[config.mk]
export PLATFORM = sky130hd
export DESIGN_NAME = fetch_unit_flat
export DESIGN_NICKNAME = d
export VERILOG_FILES = /design/src/rtl/fetch_unit_if.sv /design/src/rtl/fetch_unit.sv /design/src/flat_wrapper.sv
export SDC_FILE = /design/constraint.sdc
export NUM_CORES = 1
export LEC_CHECK = 0
export CORE_AREA = 3 3 90 92
export DETAILED_ROUTE_END_ITERATION = 10
export DIE_AREA = 0 0 93 95
export PLACE_DENSITY = 0.75
export SETUP_SLACK_MARGIN = 0.02
export SYNTH_ARGS = -nofsm -noshare
export SYNTH_HDL_FRONTEND = slang
export SYNTH_SLANG_ARGS = --single-unit
[constraint.sdc]
create_clock -name clk -period 1.3 [get_ports clk]
set_input_delay 0.195 -clock clk [delete_from_list [all_inputs] [get_ports clk]]
set_output_delay 0.195 -clock clk [all_outputs]
set_load 0.02 [all_outputs]
[src/rtl/fetch_unit_if.sv]
// Instruction-memory read port: request/address out, ready/data back.
// No latency of its own; the slave holds off a request by keeping imem_ready low.
// The master keeps imem_addr stable for as long as imem_req is high.
interface fetch_unit_if #(
    parameter int ADDR_WIDTH        = 16,
    parameter int INSTRUCTION_WIDTH = 16
) ();
    logic                         imem_req;
    logic [ADDR_WIDTH-1:0]        imem_addr;
    logic                         imem_ready;
    logic [INSTRUCTION_WIDTH-1:0] imem_rdata;

    modport master (
        output imem_req,
        output imem_addr,
        input  imem_ready,
        input  imem_rdata
    );

    modport slave (
        input  imem_req,
        input  imem_addr,
        output imem_ready,
        output imem_rdata
    );
endinterface

[src/rtl/fetch_unit.sv]
// Program counter plus instruction register, with a variable-latency imem fetch FSM.
// Fetch takes 2 cycles at zero wait (request edge, capture edge); the PC loads on the same edge as its controls.
// Stalls the control FSM via fetch_busy while waiting on imem_ready; flags a sticky error after TIMEOUT waits.
module fetch_unit #(
    parameter int                    INSTRUCTION_WIDTH = 16,
    parameter int                    WIDTH_OPCODE      = 4,
    parameter int                    ADDR_WIDTH        = 16,
    parameter logic [ADDR_WIDTH-1:0] RESET_PC          = 16'h0000,
    parameter int                    PC_INCR           = 2,
    parameter int                    TIMEOUT           = 15
) (
    input  logic                         clk,
    input  logic                         reset,
    input  logic                         pc_write,
    input  logic                         pc_write_cond,
    input  logic                         alu_zero,
    input  logic [1:0]                   pc_source,
    input  logic [ADDR_WIDTH-1:0]        alu_result,
    input  logic [ADDR_WIDTH-1:0]        alu_out_buf,
    input  logic                         ir_write,
    fetch_unit_if.master                 imem,
    output logic [ADDR_WIDTH-1:0]        pc,
    output logic [ADDR_WIDTH-1:0]        pc_plus,
    output logic [INSTRUCTION_WIDTH-1:0] instr,
    output logic [WIDTH_OPCODE-1:0]      opcode,
    output logic                         ir_valid,
    output logic                         fetch_busy,
    output logic                         fetch_error
);

    localparam int CNT_W = $clog2(TIMEOUT + 1);
    localparam logic [CNT_W-1:0] CNT_LAST = CNT_W'(TIMEOUT - 1);

    typedef enum logic [1:0] {
        IDLE = 2'd0,
        WAIT = 2'd1,
        ERR  = 2'd2
    } state_t;

    state_t                state;
    state_t                state_nxt;
    logic                  start;
    logic                  capture;
    logic                  timeout_hit;
    logic [CNT_W-1:0]      wait_cnt;
    logic [ADDR_WIDTH-1:0] addr_q;
    logic [ADDR_WIDTH-1:0] pc_nxt;
    logic [ADDR_WIDTH-1:0] jump_target;
    logic                  pc_load;

    // PC datapath: next-value mux and load enable
    assign pc_plus     = pc + ADDR_WIDTH'(PC_INCR);
    assign jump_target = {pc[ADDR_WIDTH-1:12], instr[11:0]};
    assign pc_load     = pc_write | (pc_write_cond & alu_zero);

    always_comb begin
        pc_nxt = RESET_PC;
        case (pc_source)
            2'd0:    pc_nxt = RESET_PC;
            2'd1:    pc_nxt = alu_result;
            2'd2:    pc_nxt = alu_out_buf;
            default: pc_nxt = jump_target;
        endcase
    end

    always_ff @(posedge clk or negedge reset) begin
        if (!reset) begin
            state <= IDLE;
        end else begin
            state <= state_nxt;
        end
    end

    // Ready on the last permitted wait cycle beats the timeout
    always_comb begin
        state_nxt   = state;
        start       = 1'b0;
        capture     = 1'b0;
        timeout_hit = 1'b0;
        case (state)
            IDLE: begin
                if (ir_write) begin
                    start     = 1'b1;
                    state_nxt = WAIT;
                end
            end
            WAIT: begin
                if (imem.imem_ready) begin
                    capture   = 1'b1;
                    state_nxt = IDLE;
                end else if (wait_cnt == CNT_LAST) begin
                    timeout_hit = 1'b1;
                    state_nxt   = ERR;
                end
            end
            ERR:     state_nxt = ERR;
            default: state_nxt = IDLE;
        endcase
    end

    always_ff @(posedge clk or negedge reset) begin
        if (!reset) begin
            pc          <= RESET_PC;
            instr       <= '0;
            addr_q      <= '0;
            ir_valid    <= 1'b0;
            fetch_error <= 1'b0;
            wait_cnt    <= '0;
        end else begin
            if (pc_load) begin
                pc <= pc_nxt;
            end
            ir_valid <= capture;
            // Address latches the PC from before any same-edge load
            if (start) begin
                addr_q   <= pc;
                wait_cnt <= '0;
            end else if (state == WAIT && !imem.imem_ready) begin
                wait_cnt <= wait_cnt + 1'b1;
            end
            if (capture) begin
                instr <= imem.imem_rdata;
            end
            if (timeout_hit) begin
                fetch_error <= 1'b1;
            end
        end
    end

    assign imem.imem_req  = (state == WAIT);
    assign imem.imem_addr = addr_q;
    assign fetch_busy     = (state == WAIT);
    assign opcode         = instr[INSTRUCTION_WIDTH-1 -: WIDTH_OPCODE];

endmodule

[src/flat_wrapper.sv]
// flat-port wrapper written by rule: the top's interface ports become plain ports
module fetch_unit_flat 
#(
    parameter int                    INSTRUCTION_WIDTH = 16,
    parameter int                    WIDTH_OPCODE      = 4,
    parameter int                    ADDR_WIDTH        = 16,
    parameter logic [ADDR_WIDTH-1:0] RESET_PC          = 16'h0000,
    parameter int                    PC_INCR           = 2,
    parameter int                    TIMEOUT           = 15
)
  (clk, reset, pc_write, pc_write_cond, alu_zero, pc_source, alu_result, alu_out_buf, ir_write, pc, pc_plus, instr, opcode, ir_valid, fetch_busy, fetch_error, imem_imem_req, imem_imem_addr, imem_imem_ready, imem_imem_rdata);
  fetch_unit_if #(.ADDR_WIDTH(ADDR_WIDTH), .INSTRUCTION_WIDTH(INSTRUCTION_WIDTH)) imem_i ();
  input  logic clk;
  input  logic reset;
  input  logic pc_write;
  input  logic pc_write_cond;
  input  logic alu_zero;
  input  logic [1:0] pc_source;
  input  logic [ADDR_WIDTH-1:0] alu_result;
  input  logic [ADDR_WIDTH-1:0] alu_out_buf;
  input  logic ir_write;
  output logic [ADDR_WIDTH-1:0] pc;
  output logic [ADDR_WIDTH-1:0] pc_plus;
  output logic [INSTRUCTION_WIDTH-1:0] instr;
  output logic [WIDTH_OPCODE-1:0] opcode;
  output logic ir_valid;
  output logic fetch_busy;
  output logic fetch_error;
  output wire logic [$bits(imem_i.imem_req)-1:0] imem_imem_req;
  output wire logic [$bits(imem_i.imem_addr)-1:0] imem_imem_addr;
  input wire logic [$bits(imem_i.imem_ready)-1:0] imem_imem_ready;
  input wire logic [$bits(imem_i.imem_rdata)-1:0] imem_imem_rdata;
  assign imem_imem_req = imem_i.imem_req;
  assign imem_imem_addr = imem_i.imem_addr;
  assign imem_i.imem_ready = imem_imem_ready;
  assign imem_i.imem_rdata = imem_imem_rdata;
  fetch_unit #(.INSTRUCTION_WIDTH(INSTRUCTION_WIDTH), .WIDTH_OPCODE(WIDTH_OPCODE), .ADDR_WIDTH(ADDR_WIDTH), .RESET_PC(RESET_PC), .PC_INCR(PC_INCR), .TIMEOUT(TIMEOUT)) u_core (.clk(clk), .reset(reset), .pc_write(pc_write), .pc_write_cond(pc_write_cond), .alu_zero(alu_zero), .pc_source(pc_source), .alu_result(alu_result), .alu_out_buf(alu_out_buf), .ir_write(ir_write), .imem(imem_i), .pc(pc), .pc_plus(pc_plus), .instr(instr), .opcode(opcode), .ir_valid(ir_valid), .fetch_busy(fetch_busy), .fetch_error(fetch_error));
endmodule
### Word-level counts from Yosys, hierarchy flattened

Cells that the tools add are included.

* input port bits: 57
* word-level logic and storage cells: 41
* register bits after elaboration: 56
* output and inout port bits: 72

* mux-type cells: 14
* bitwise operators: 2
* equal/unequal tests: 7
* reductions and logical operators: 8
* add/sub/neg operators: 2

Operators by type and width (number)
* 16-bit one-hot mux with 3 select lines: 1
* 16-bit by 2-bit adder with 16-bit output, second input constant: 1
* 4-bit two-way mux: 2
* 1-bit two-way mux: 7
* 2-bit two-way mux: 3
* 2-bit one-hot mux with 3 select lines: 1
* 4-bit by 1-bit adder with 4-bit output, second input constant: 1
* 2-bit by 1-bit == test with 1-bit output, second input constant: 2
* 2-bit == test, second input constant: 2
* 4-bit == test, second input constant: 1
* 2-bit logical NOT: 2
* 2-bit AND reduction: 2
* 3-bit by 1-bit != test with 1-bit output, second input constant: 1
* 3-bit nonzero test: 1
* 2-bit != test, second input constant: 1
* 2-bit nonzero test: 1
* 1-bit AND: 1
* 1-bit logical AND: 1
* 1-bit logical NOT: 1
* 1-bit OR: 1

### Longest topological paths before layout

Gate-level depths: netlist of the first run.

* depth after elaboration: 4
* depth in mapped cells: 5
* gate-level depth less buffers: 5

### Worst setup path before layout of the first run

OpenSTA, ideal clock, no wires.

* kind: reg2out
* start: reg u_core.pc[2]
* end: out pc_plus[13]
* slack: -535 ps
* required time: 1105 ps
* cell stages (with the launch flop): 5
* path buffers: 0
* data arrival time: 1640 ps
* path through: dfrtp_1 -> ha_1 -> nand4_1 -> nor4_1 -> xor2_1

* cells in the longest elaborated chain, start to end: 1

Ends and longest elaborated chain
* start, declared: line fetch_unit.sv:22 `output logic [ADDR_WIDTH-1:0] pc,`
* start signal, assigned: line fetch_unit.sv:111 `pc <= pc_nxt;`
* 16-bit by 2-bit adder with 16-bit output: line fetch_unit.sv:52 `assign pc_plus = pc + ADDR_WIDTH'(PC_INCR);`
* end, declared: line flat_wrapper.sv:23 `output logic [ADDR_WIDTH-1:0] pc_plus;`

Every way passes these cells.

### Worst setup path after layout of the first run

* start: reg u_core.pc[1]
* end: out pc_plus[13]

Same word-level chain as after synthesis.

==> summary.txt, run 1 <==
Detailed routing
  – Detailed Route WL: 10700 um
  – Post-route ant nets: 0
  – Initial DRC Count: 178
  – DR pass1 iterations: 4
  – Post-DR wirelength/cell: 19.6 um
  – Vias per std cell: 5.19
  – Drt drc: 0
  – DR vias: 2834

Die
  – Die Span X: 93 um
  – Top Ports: about 130
  – Die Height: 95 um
  – Die ar.: 0.00884 mm2
  – Initial Util: a little under two fifths
  – Core Area: 0.00729 mm2
  – Row Count: 31

Logic synthesis
  – Ys Warns: 0
  – Most frequent cell after synthesis: dfrtp_1
  – Number of enable flip-flop cells after synthesis: 0
  – #FFs+latches synth: 56
  – Synthesized area per cell: 10.4 um2
  – Synth area leader: dfrtp_1
  – Post-synthesis cell area: about 0.0027 mm2
  – Sequential cell area fraction in the yosys report: 51.7%
  – Syn Inst Count: 260
  – Synth area leaders: dfrtp_1 (52%), mux2_2 (12%), nand2_1 (6.6%)
  – Share of the synthesized area in the top cell type: approximately half
  – Top_reg_cell synth: dfrtp_1
  – Synth cell count leaders: dfrtp_1 (56), nand2_1 (48), mux2_2 (28), nor2_1 (23), a221oi_1 (12)
  – Post-synthesis net count: 320
  – Synth cell types: 33
  – Async S/R FF share, synth: 100%

Finish
  – Layout cell share with drive strength beyond 1: between 40% and 50%
  – Non-filler instance count after layout: 546
  – Fin nets: approximately 510
  – Antenna fix cells: 0
  – Area Overhead vs Synth: 95.4%

Clocking
  – Root Buffer: clkbuf_8
  – H-tree levels: 2
  – Max Buffers Root-to-Sink: 2
  – CTS Sinks: 56
  – Worst-path clk slew: 0.12 ns
  – Num CTS Buffers: 5
  – CTS tree: built
  – Clk_lat worst skew: 0.32 ns

Timing
  – Clock skew: ~0.016 ns
  – Worst-margin pin slew: 0.351 ns
  – Setup violations, final: between 50 and 60
  – Setup_tns: -9.25 ns
  – Fmax achieved: 522 MHz
  – Tcrit/Tclk final: 147%
  – Unrepaired setup endpoints after global routing: yes
  – Max-slew violations: 0
  – Hold Fails Final Rpt: 0
  – Final WS setup: -0.615 ns
  – Slew HR: 76.6%
  – Min Tclk post-route: 1.92 ns

Setup path
  – Top delay family on crit path: flip-flops
  – Buffers & Inverters on Critical Path: 2
  – CP Cell Sequence: ha_4 -> nand4_1 -> buf_6 -> nor4_4 -> xor2_2 -> buf_6
  – Critical Path Most Common Cell: buf_6
  – Reg2Reg Capture Point: u_core.wait_cnt[2]
  – Worst R2R Setup Slack: -0.28 ns
  – CP peak stage delay: 0.43 ns
  – Worst setup path startpoint: u_core.pc[1]
  – Startpoint Class: flip-flop
  – CP max-delay cell: dfrtp_2
  – Worst EP arrival: 1.72 ns
  – Crit Path Max Fanout: 5
  – Crit Path Class: flip-flop to output pin
  – Reg2reg path depth: 4
  – Worst EP required: 1.11 ns
  – RR Startpoint: u_core.state[1]
  – Crit end category: output pin

Status
  – Status: complete, but fails checks
  – Violated checks: setup timing

GRT
  – Largest net degree at the start of global routing: between 40 and 50
  – Total track usage: 21.0%
  – Initial antenna violation count: 0
  – First-pass GRT wire length: 14400 um
  – GRT overflow: 0
  – Vias in the first global route: between 2k and 3k

Placed design
  – Dpl cells: 512
  – Hpwl dp: 6510 um
  – Port Buffers: 128
  – Routability cong.: roughly 0.86

Power and ir drop
  – Leakage: 2.41 nW
  – Worst vdd ir: 0.000897 V
  – Pwr Density: 1410 mW/mm2

Flow run
  – MaxCap Viol Count: 0

Worst hold path
  – Worst Hold Class: input pin to async pin
placed cells by master, fill, tap and decap left out, types with 3 or more instances in the layout:
cell type and instances:
a21oi_1 4, a221o_1 4, a221oi_1 10, a32o_1 4
buf_4 29, buf_6 60, clkbuf_8 5, clkdlybuf4s15_1 21
clkdlybuf4s50_1 53, dfrtp_1 43, dfrtp_2 13, dlygate4sd2_1 20
inv_1 5, mux2_2 28, nand2_1 22, nand2_2 21
nand2_4 4, nand2_8 4, nand3_2 4, nand4_1 3
nor2_1 20, nor2_4 3, nor3_4 3, nor4_4 4
o21ai_1 4, or3b_4 5, xnor2_2 4, xor2_2 9
worst max-delay path by stage:
stage                        endpoint  slack [ns]  cells past startpoint
after detailed placement  pc_plus[15]       -0.73                      6
after floorplan           pc_plus[15]       -0.33                      4
final                     pc_plus[13]       -0.62                      6
after global placement    pc_plus[15]       -0.74                      6
after CTS                 pc_plus[15]       -0.55                      6
after global routing      pc_plus[13]       -0.71                      6
where the power goes:
part           leakage (nW)  internal, mW  switching (mW)
Combinational          1.68          1.78            1.93
Sequential            0.675          2.17           0.349
Clock                0.0548         0.582           0.627
timing repair:
item                       CTS  global route
setup endpoints to repair  112            91
hold endpoints to repair    56             0
hold buffers                 1             0
gates resized for setup    267           110
setup buffers               11            13
gates cloned                 2             4
pin swaps                   15            38
through the flow:
step	hold WS [ns]	util, %	area (um2)	worst slack [ns]	power (mW)
after CTS	0.376	66.8	4870	-0.549	6.93
after detailed placement	0.189	61.9	4520	-0.729	5.79
after floorplan	-0.101	-	2890	-0.328	4.09
final	0.369	72.6	5300	-0.615	7.44
after global routing	0.379	72.6	5300	-0.713	7.80
after global placement	0.195	61.9	4520	-0.735	5.69
sequential cells by signal, indices dropped and copies added (netlist names):
name                   flops
u_core.wait_cnt            4
u_core.state               2
u_core.fetch_error         1
u_core.instr              16
u_core.pc                 16
u_core.imem.imem_addr     16
u_core.ir_valid            1
worst register-to-register path: stages, from the launching register on:
cell	delay (ns)
dfrtp_1	0.43
buf_6	0.14
or3b_4	0.39
or3_1	0.36
a21oi_2	0.18
area by class of cell:
class,count,area (um2)
fillers,521,2000
repair buffers,191,1900
multi-input cells,185,1700
flip-flops and latches,56,1420
well taps,99,124
clock buffers,5,68.8
clock inverters,3,46.3
inverters,7,31.3
cells by family after synthesis:
kind of cell             count (synthesis)  synth area share [%]
AO/OA/AOI/OAI                           35                  9.97
XOR/XNOR                                13                  4.20
adder cells (fa/ha/maj)                  3                  1.39
buffers and inverters                   24                  4.62
flip-flops                              56                  51.7
multiplexers                            28                  11.6
AND/OR/NAND/NOR                        101                  16.5
routing by layer:
metal	part of all wire, %	vias up	track usage [%]	wire [um]
met5	0	-	0	0
met4	1.9	0	4.88	208
met3	7.0	19	6.14	750
met2	54	124	38.9	5780
met1	37	1410	23.8	3940
li1	-	1281	-	-
Note: power is estimated with default switching activity, not from simulation.
==> run 2: changes to the inputs <==
--- a/constraint.sdc
+++ b/constraint.sdc
@@ -3,2 +3,2 @@
 set_output_delay 0.195 -clock clk [all_outputs]
-set_load 0.02 [all_outputs]
+set_load 0.01 [all_outputs]
==> summary.txt, run 2 (synthesis results as in run 1) <==
Die
  – Top Ports: 129 (unchanged)
  – Die ar.: 0.00884 mm2 (unchanged)
  – Core Area: 0.00729 mm2 (unchanged)
  – Row Count: 31 (unchanged)
  – Initial Util: 37.2% (unchanged)
  – Die Span X: 93 um (unchanged)
  – Die Height: 95 um (unchanged)

Setup path
  – Startpoint Class: flip-flop
  – Crit Path Max Fanout: 3 (-2)
  – Crit end category: output pin
  – Worst EP required: 1.11 ns (about the same)
  – Worst EP arrival: 1.89 ns (+0.17 ns)
  – Crit Path Class: flip-flop to output pin

GRT
  – First-pass GRT wire length: 14100 um (-2.2%)
  – Total track usage: 20.4% (-0.59 points)
  – Largest net degree at the start of global routing: 57 (+33%)
  – Initial antenna violation count: 0 (unchanged)
  – Vias in the first global route: 2827 (-1.5%)
  – GRT overflow: 0 (unchanged)

Clocking
  – Max Buffers Root-to-Sink: 2 (unchanged)
  – CTS Sinks: 56 (unchanged)
  – Root Buffer: clkbuf_8
  – H-tree levels: 2 (unchanged)
  – Num CTS Buffers: 5 (unchanged)
  – Clk_lat worst skew: 0.32 ns (about the same)
  – Worst-path clk slew: 0.10 ns (-0.02 ns)
  – CTS tree: built

Status
  – Status: complete, but fails checks
  – Violated checks: setup timing

Power and ir drop
  – Int Pwr: 4.23 mW (-6.7%)
  – P_sw: 2.32 mW (-20%)
  – Combinational group share of total power: 46.7% (-3.1 points)
  – Leakage: 2.43 nW (+0.87%)
  – Worst vdd ir: 0.000782 V (-13%)
  – Pwr Density: 1290 mW/mm2 (-8.4%)
  – Clk pwr share: 15.2% (-1.0 points)
  – Part of the power in registers: 38.1% (+4.2 points)
  – Tot Pwr: 6.56 mW (-12%)
  – Sw Ratio: 35.5% (-3.6 points)

Finish
  – Post-route cell area: 0.00510 mm2 (-3.8%)
  – Layout cell share with drive strength beyond 1: 46.2% (-3.0 points)
  – Most frequent cells in the layout: clkdlybuf4s50_1 (53), dfrtp_1 (52), buf_6 (43)
  – Most common cell after layout, fill and taps aside: clkdlybuf4s50_1
  – Fin util: 69.9% (-2.7 points)
  – Antenna fix cells: 0 (unchanged)
  – Area Overhead vs Synth: 88.0%
  – Fin nets: 511 (+0.99%)

Timing
  – Fmax achieved: 479 MHz (-8.3%)
  – Setup_tns: -12.34 ns (-3.08 ns)
  – Final WS setup: -0.788 ns (-0.172 ns)
  – Unrepaired setup endpoints after global routing: yes
  – Min Tclk post-route: 2.09 ns (+0.172 ns)
  – Worst-margin pin slew: 0.345 ns (-0.00589 ns)
  – Clock skew: 0.0110 ns (-0.00553 ns)
  – Tcrit/Tclk final: 161% (+13 points)
  – Max-slew violations: 0 (unchanged)
  – Slew HR: 76.9% (+0.32 points)
  – Hold Fails Final Rpt: 0 (unchanged)
  – Setup violations, final: 59 (+7.3%)

Detailed routing
  – Drt drc: 0 (unchanged)
  – Detailed Route WL: 10200 um (-4.6%)
  – DR pass1 iterations: 4 (unchanged)
  – Vias per std cell: 5.03 (-3.0%)
  – Post-route ant nets: 0 (unchanged)
  – Post-DR wirelength/cell: 18.5 um (-5.5%)
  – DR vias: 2774 (-2.1%)
  – Initial DRC Count: 108 (-39%)

Placed design
  – Routability cong.: 0.827 (-3.8%)
  – Placed Area: 0.00437 mm2 (-3.3%)
  – Hpwl dp: 6110 um (-6.1%)
  – Port Buffers: 128 (unchanged)

Flow run
  – MaxCap Viol Count: 0 (unchanged)

Worst hold path
  – Worst Hold Class: input pin to async pin
==> run 2: cell types whose count changed in the layout (fill, tap and decap cells not counted), sizes merged <==
cell / before / now
dlymetal6s2s: 0 / 1
inv: 8 / 7
buf: 95 / 100
clkdlybuf4s15: 21 / 1
clkinvlp: 1 / 0
dlygate4sd2: 20 / 39
bufinv: 1 / 0
clkinv: 0 / 2
clkbuf: 6 / 9
nand2: 51 / 49
==> run 2: worst max-delay path, stage by stage, from the launching register on <==
cell and delay (ns):
dfrtp_1 0.42, nand4_1 0.32, nor4_4 0.46, xnor2_1 0.19, buf_2 0.17
==> run 2: cell type report <==
type	instances	area [um2]
Multi-Input combinational cell	183	1590
Inverter	7	28.8
Fill cell	559	2200
Timing Repair Buffer	198	1860
Tap cell	99	124
Clock inverter	2	10.0
Clock buffer	6	82.6
Sequential cell	56	1410
==> run 2: per-layer routing <==
layer / vias up / GRT usage (%) / wire length (um)
met3: 19 / 4.86 / 667
met2: 119 / 36.7 / 5400
met5: - / 0 / 0
met1: 1347 / 24.1 / 3850
li1: 1289 / - / -
met4: 0 / 6.35 / 272
==> run 2: timing repair <==
item,4_1_cts,5_1_grt
hold buffers,1,0
hold endpoints to repair,56,0
setup buffers,25,14
resized for setup,237,76
endpoints found under the setup margin,93,75
pin swaps,30,37
cloned,1,5
==> run 2: final timing paths <==
path                                         start                  to  slack, ns  cells after the start
worst max-delay path                 u_core.pc[11]         pc_plus[14]      -0.79                      4
worst min-delay path                         reset    u_core.instr[12]       0.41                      3
worst max register to register     u_core.state[1]  u_core.wait_cnt[3]      -0.19                      4
worst min register to register  u_core.fetch_error  u_core.fetch_error       0.48                      1
max in group asynchronous                    reset        u_core.pc[4]       0.63                      3
min in group clk                u_core.fetch_error  u_core.fetch_error       0.48                      1
==> run 2: through the flow <==
stage               cells  setup slack [ns]  hold WS (ns)
floorplan             260            -0.202        -0.101
global placement      507            -0.674         0.219
detailed placement    507            -0.690         0.226
CTS                   540            -0.616         0.419
global route          551            -0.856         0.437
finish                551            -0.788         0.406
==> run 2: power by group through the flow <==
stage	logic, mW	registers [mW]	clock network, mW
final	3.06	2.50	0.996
after floorplan	0.909	2.69	0
after detailed placement	2.77	2.49	0
after global routing	3.28	2.55	1.09
after CTS	2.72	2.46	1.02
after global placement	2.73	2.47	0
==> run 3: changes to the inputs <==
Settings changed: CORE_AREA 3 3 90 92 to 3 3 85 87, CTS_BUF_LIST set to sky130_fd_sc_hd__clkbuf_4, DIE_AREA 0 0 93 95 to 0 0 88 90, PLACE_DENSITY 0.75 to 0.8.
Clock period 1.3 ns to 2.2 ns, I/O delays scaled along.
==> summary.txt, run 3 (synthesis results as in run 1) <==
Clocking
  – Num CTS Buffers: 5 (unchanged)
  – H-tree levels: 2 (unchanged)
  – CTS tree: built
  – Clk_lat worst skew: 0.37 ns (+0.05 ns)
  – Root Buffer: clkbuf_4
  – CTS Sinks: 56 (unchanged)
  – Max Buffers Root-to-Sink: 2 (unchanged)
  – Worst-path clk slew: 0.15 ns (+0.05 ns)

Setup path
  – RR Startpoint: u_core.state[1]
  – Reg2reg path depth: 3 (-1)
  – Worst EP arrival: 1.93 ns (+0.04 ns)
  – Startpoint Class: flip-flop
  – Worst R2R Setup Slack: 0.64 ns (+0.83 ns)
  – Crit end category: output pin
  – Crit Path Max Fanout: 2 (-1)
  – Crit Path Class: flip-flop to output pin
  – Reg2Reg Capture Point: u_core.wait_cnt[3]
  – Worst EP required: 1.87 ns (+0.76 ns)
  – Worst setup path startpoint: u_core.pc[2]

Placed design
  – Routability cong.: 0.830 (+0.31%)
  – Hpwl dp: 6110 um (about the same)
  – Dpl cells: 469 (-7.5%)
  – Setup WS pre-CTS: 0.0293 ns (+0.719 ns)
  – Placed Area: 0.00415 mm2 (-5.1%)
  – Port Buffers: 128 (unchanged)

Detailed routing
  – Post-route ant nets: 0 (unchanged)
  – Drt drc: 0 (unchanged)
  – DR pass1 iterations: 4 (unchanged)
  – Detailed Route WL: 8020 um (-21%)
  – Initial DRC Count: 84 (-22%)
  – DR vias: 2508 (-9.6%)
  – Vias per std cell: 5.18 (+2.9%)
  – Post-DR wirelength/cell: 16.6 um (-10%)

Timing
  – Max-slew violations: 0 (unchanged)
  – Min Tclk post-route: between 2 and 2.5 ns
  – Unrepaired setup endpoints after global routing: yes
  – Worst Hold Slack: 0.448 ns (+0.0426 ns)
  – Slew HR: 46.8% (-30 points)
  – Fmax achieved: approximately 440 MHz
  – Tcrit/Tclk final: 103%
  – Setup_tns: -0.0578 ns (+12.28 ns)
  – Setup violations, final: 1 (-98%)
  – Final WS setup: -0.0578 ns (+0.730 ns)
  – Hold Fails Final Rpt: 0 (unchanged)
  – Worst-margin pin slew: 0.796 ns (+0.451 ns)
  – Clock skew: 0.00677 ns (-0.00419 ns)

Power and ir drop
  – Sw Ratio: 33.2% (-2.3 points)
  – Worst vdd ir: 0.000391 V (-50%)
  – Pwr Density: 802 mW/mm2 (-38%)
  – Clk pwr share: 12.8% (-2.4 points)
  – P_sw: 1.15 mW (-51%)
  – Tot Pwr: 3.45 mW (-47%)
  – Int Pwr: 2.30 mW (-46%)
  – Leakage: 1.90 nW (-22%)
  – Combinational group share of total power: 44.9% (-1.8 points)
  – Part of the power in registers: 42.4% (+4.3 points)

GRT
  – Vias in the first global route: 2614 (-7.5%)
  – First-pass GRT wire length: 12900 um (-8.7%)
  – GRT overflow: 0 (unchanged)
  – Initial antenna violation count: 0 (unchanged)
  – Largest net degree at the start of global routing: 24 (-58%)
  – Total track usage: 20.4% (about the same)

Finish
  – Area Overhead vs Synth: 58.8%
  – Most common cell after layout, fill and taps aside: clkdlybuf4s50_1
  – Area occupied by multi-input gates: 0.00126 mm2 (-21%)
  – Layout cell share with drive strength beyond 1: 20.6% (-26 points)
  – FILL cells: 509 (-8.9%)
  – Fin nets: 467 (-8.6%)
  – Antenna fix cells: 0 (unchanged)
  – Most frequent cells in the layout: clkdlybuf4s50_1 (115), dfrtp_1 (56), nand2_1 (48)
  – Post-route cell area: 0.00430 mm2 (-16%)
  – Sequential cell area: 0.00140 mm2 (-0.36%)
  – Fin util: 67.0% (-2.9 points)
  – Non-filler instance count after layout: 484 (-12%)

Die
  – Initial Util: 42.2% (+5.0 points)
  – Core Area: 0.00642 mm2 (-12%)
  – Row Count: 29 (-6.5%)
  – Die Span X: 88 um (-5.4%)
  – Die ar.: 0.00792 mm2 (-10%)
  – Top Ports: 129 (unchanged)
  – Die Height: 90 um (-5.3%)

Status
  – Violated checks: setup timing
  – Status: complete, but fails checks

Flow run
  – MaxCap Viol Count: 0 (unchanged)

Worst hold path
  – Worst Hold Class: input pin to async pin
## run 3: changes by cell type in the layout (fill, tap and decap cells not counted), moves of 6 or more
| cell | previous run | this run |
|---|---|---|
| buf_2 | 22 | 6 |
| buf_4 | 32 | 25 |
| buf_6 | 43 | 3 |
| clkbuf_4 | 0 | 6 |
| clkbuf_8 | 6 | 0 |
| clkdlybuf4s50_1 | 53 | 115 |
| dlygate4sd2_1 | 39 | 4 |
| nand2_1 | 26 | 48 |
| nand2_2 | 19 | 1 |
## run 3: worst max-delay path, cell delays in order (launching register included)
cell and delay (ns):
dfrtp_1 0.40, buf_6 0.11, ha_4 0.12, nand4_1 0.10
buf_4 0.17, buf_6 0.11, nor4_4 0.25, xor2_1 0.16
buf_2 0.14
## run 3: cell type report
class / count / area share, %
clock inverter: 1 / 0.116
timing repair buffer: 157 / 34.1
sequential: 56 / 32.6
tap: 77 / 2.24
inverter: 7 / 0.611
clock buffer: 6 / 1.05
multi-input combinational: 180 / 29.3
## run 3: what timing repair did
| item | in CTS | in global routing |
|---|---|---|
| resized for setup | 35 | 12 |
| setup buffers | 5 | 2 |
| hold buffers | 1 | 0 |
| endpoints found under the setup margin | 12 | 7 |
| endpoints found under the hold margin | 21 | 0 |
| pin swaps | 8 | 6 |
## run 3: how the worst max path moves through the flow
stage                  endpoint  cells after the start
floorplan           pc_plus[13]                      4
global placement    pc_plus[15]                      5
detailed placement  pc_plus[15]                      5
CTS                 pc_plus[13]                      8
global route        pc_plus[13]                      8
finish              pc_plus[13]                      8
## run 3: power by group through the flow
stage / registers (mW) / logic (mW) / clock network, mW
CTS: 1.46 / 1.54 / 0.455
finish: 1.46 / 1.55 / 0.440
global placement: 1.46 / 1.52 / 0
global route: 1.50 / 1.67 / 0.486
floorplan: 1.59 / 0.521 / 0
detailed placement: 1.48 / 1.54 / 0
## run 3: routing by layer
metal,track usage [%],wire length (um),up-vias
li1,-,-,1190
met1,25.7,3300,1200
met2,34.6,4040,109
met3,3.56,554,9
met4,7.03,133,0
met5,0,0,-
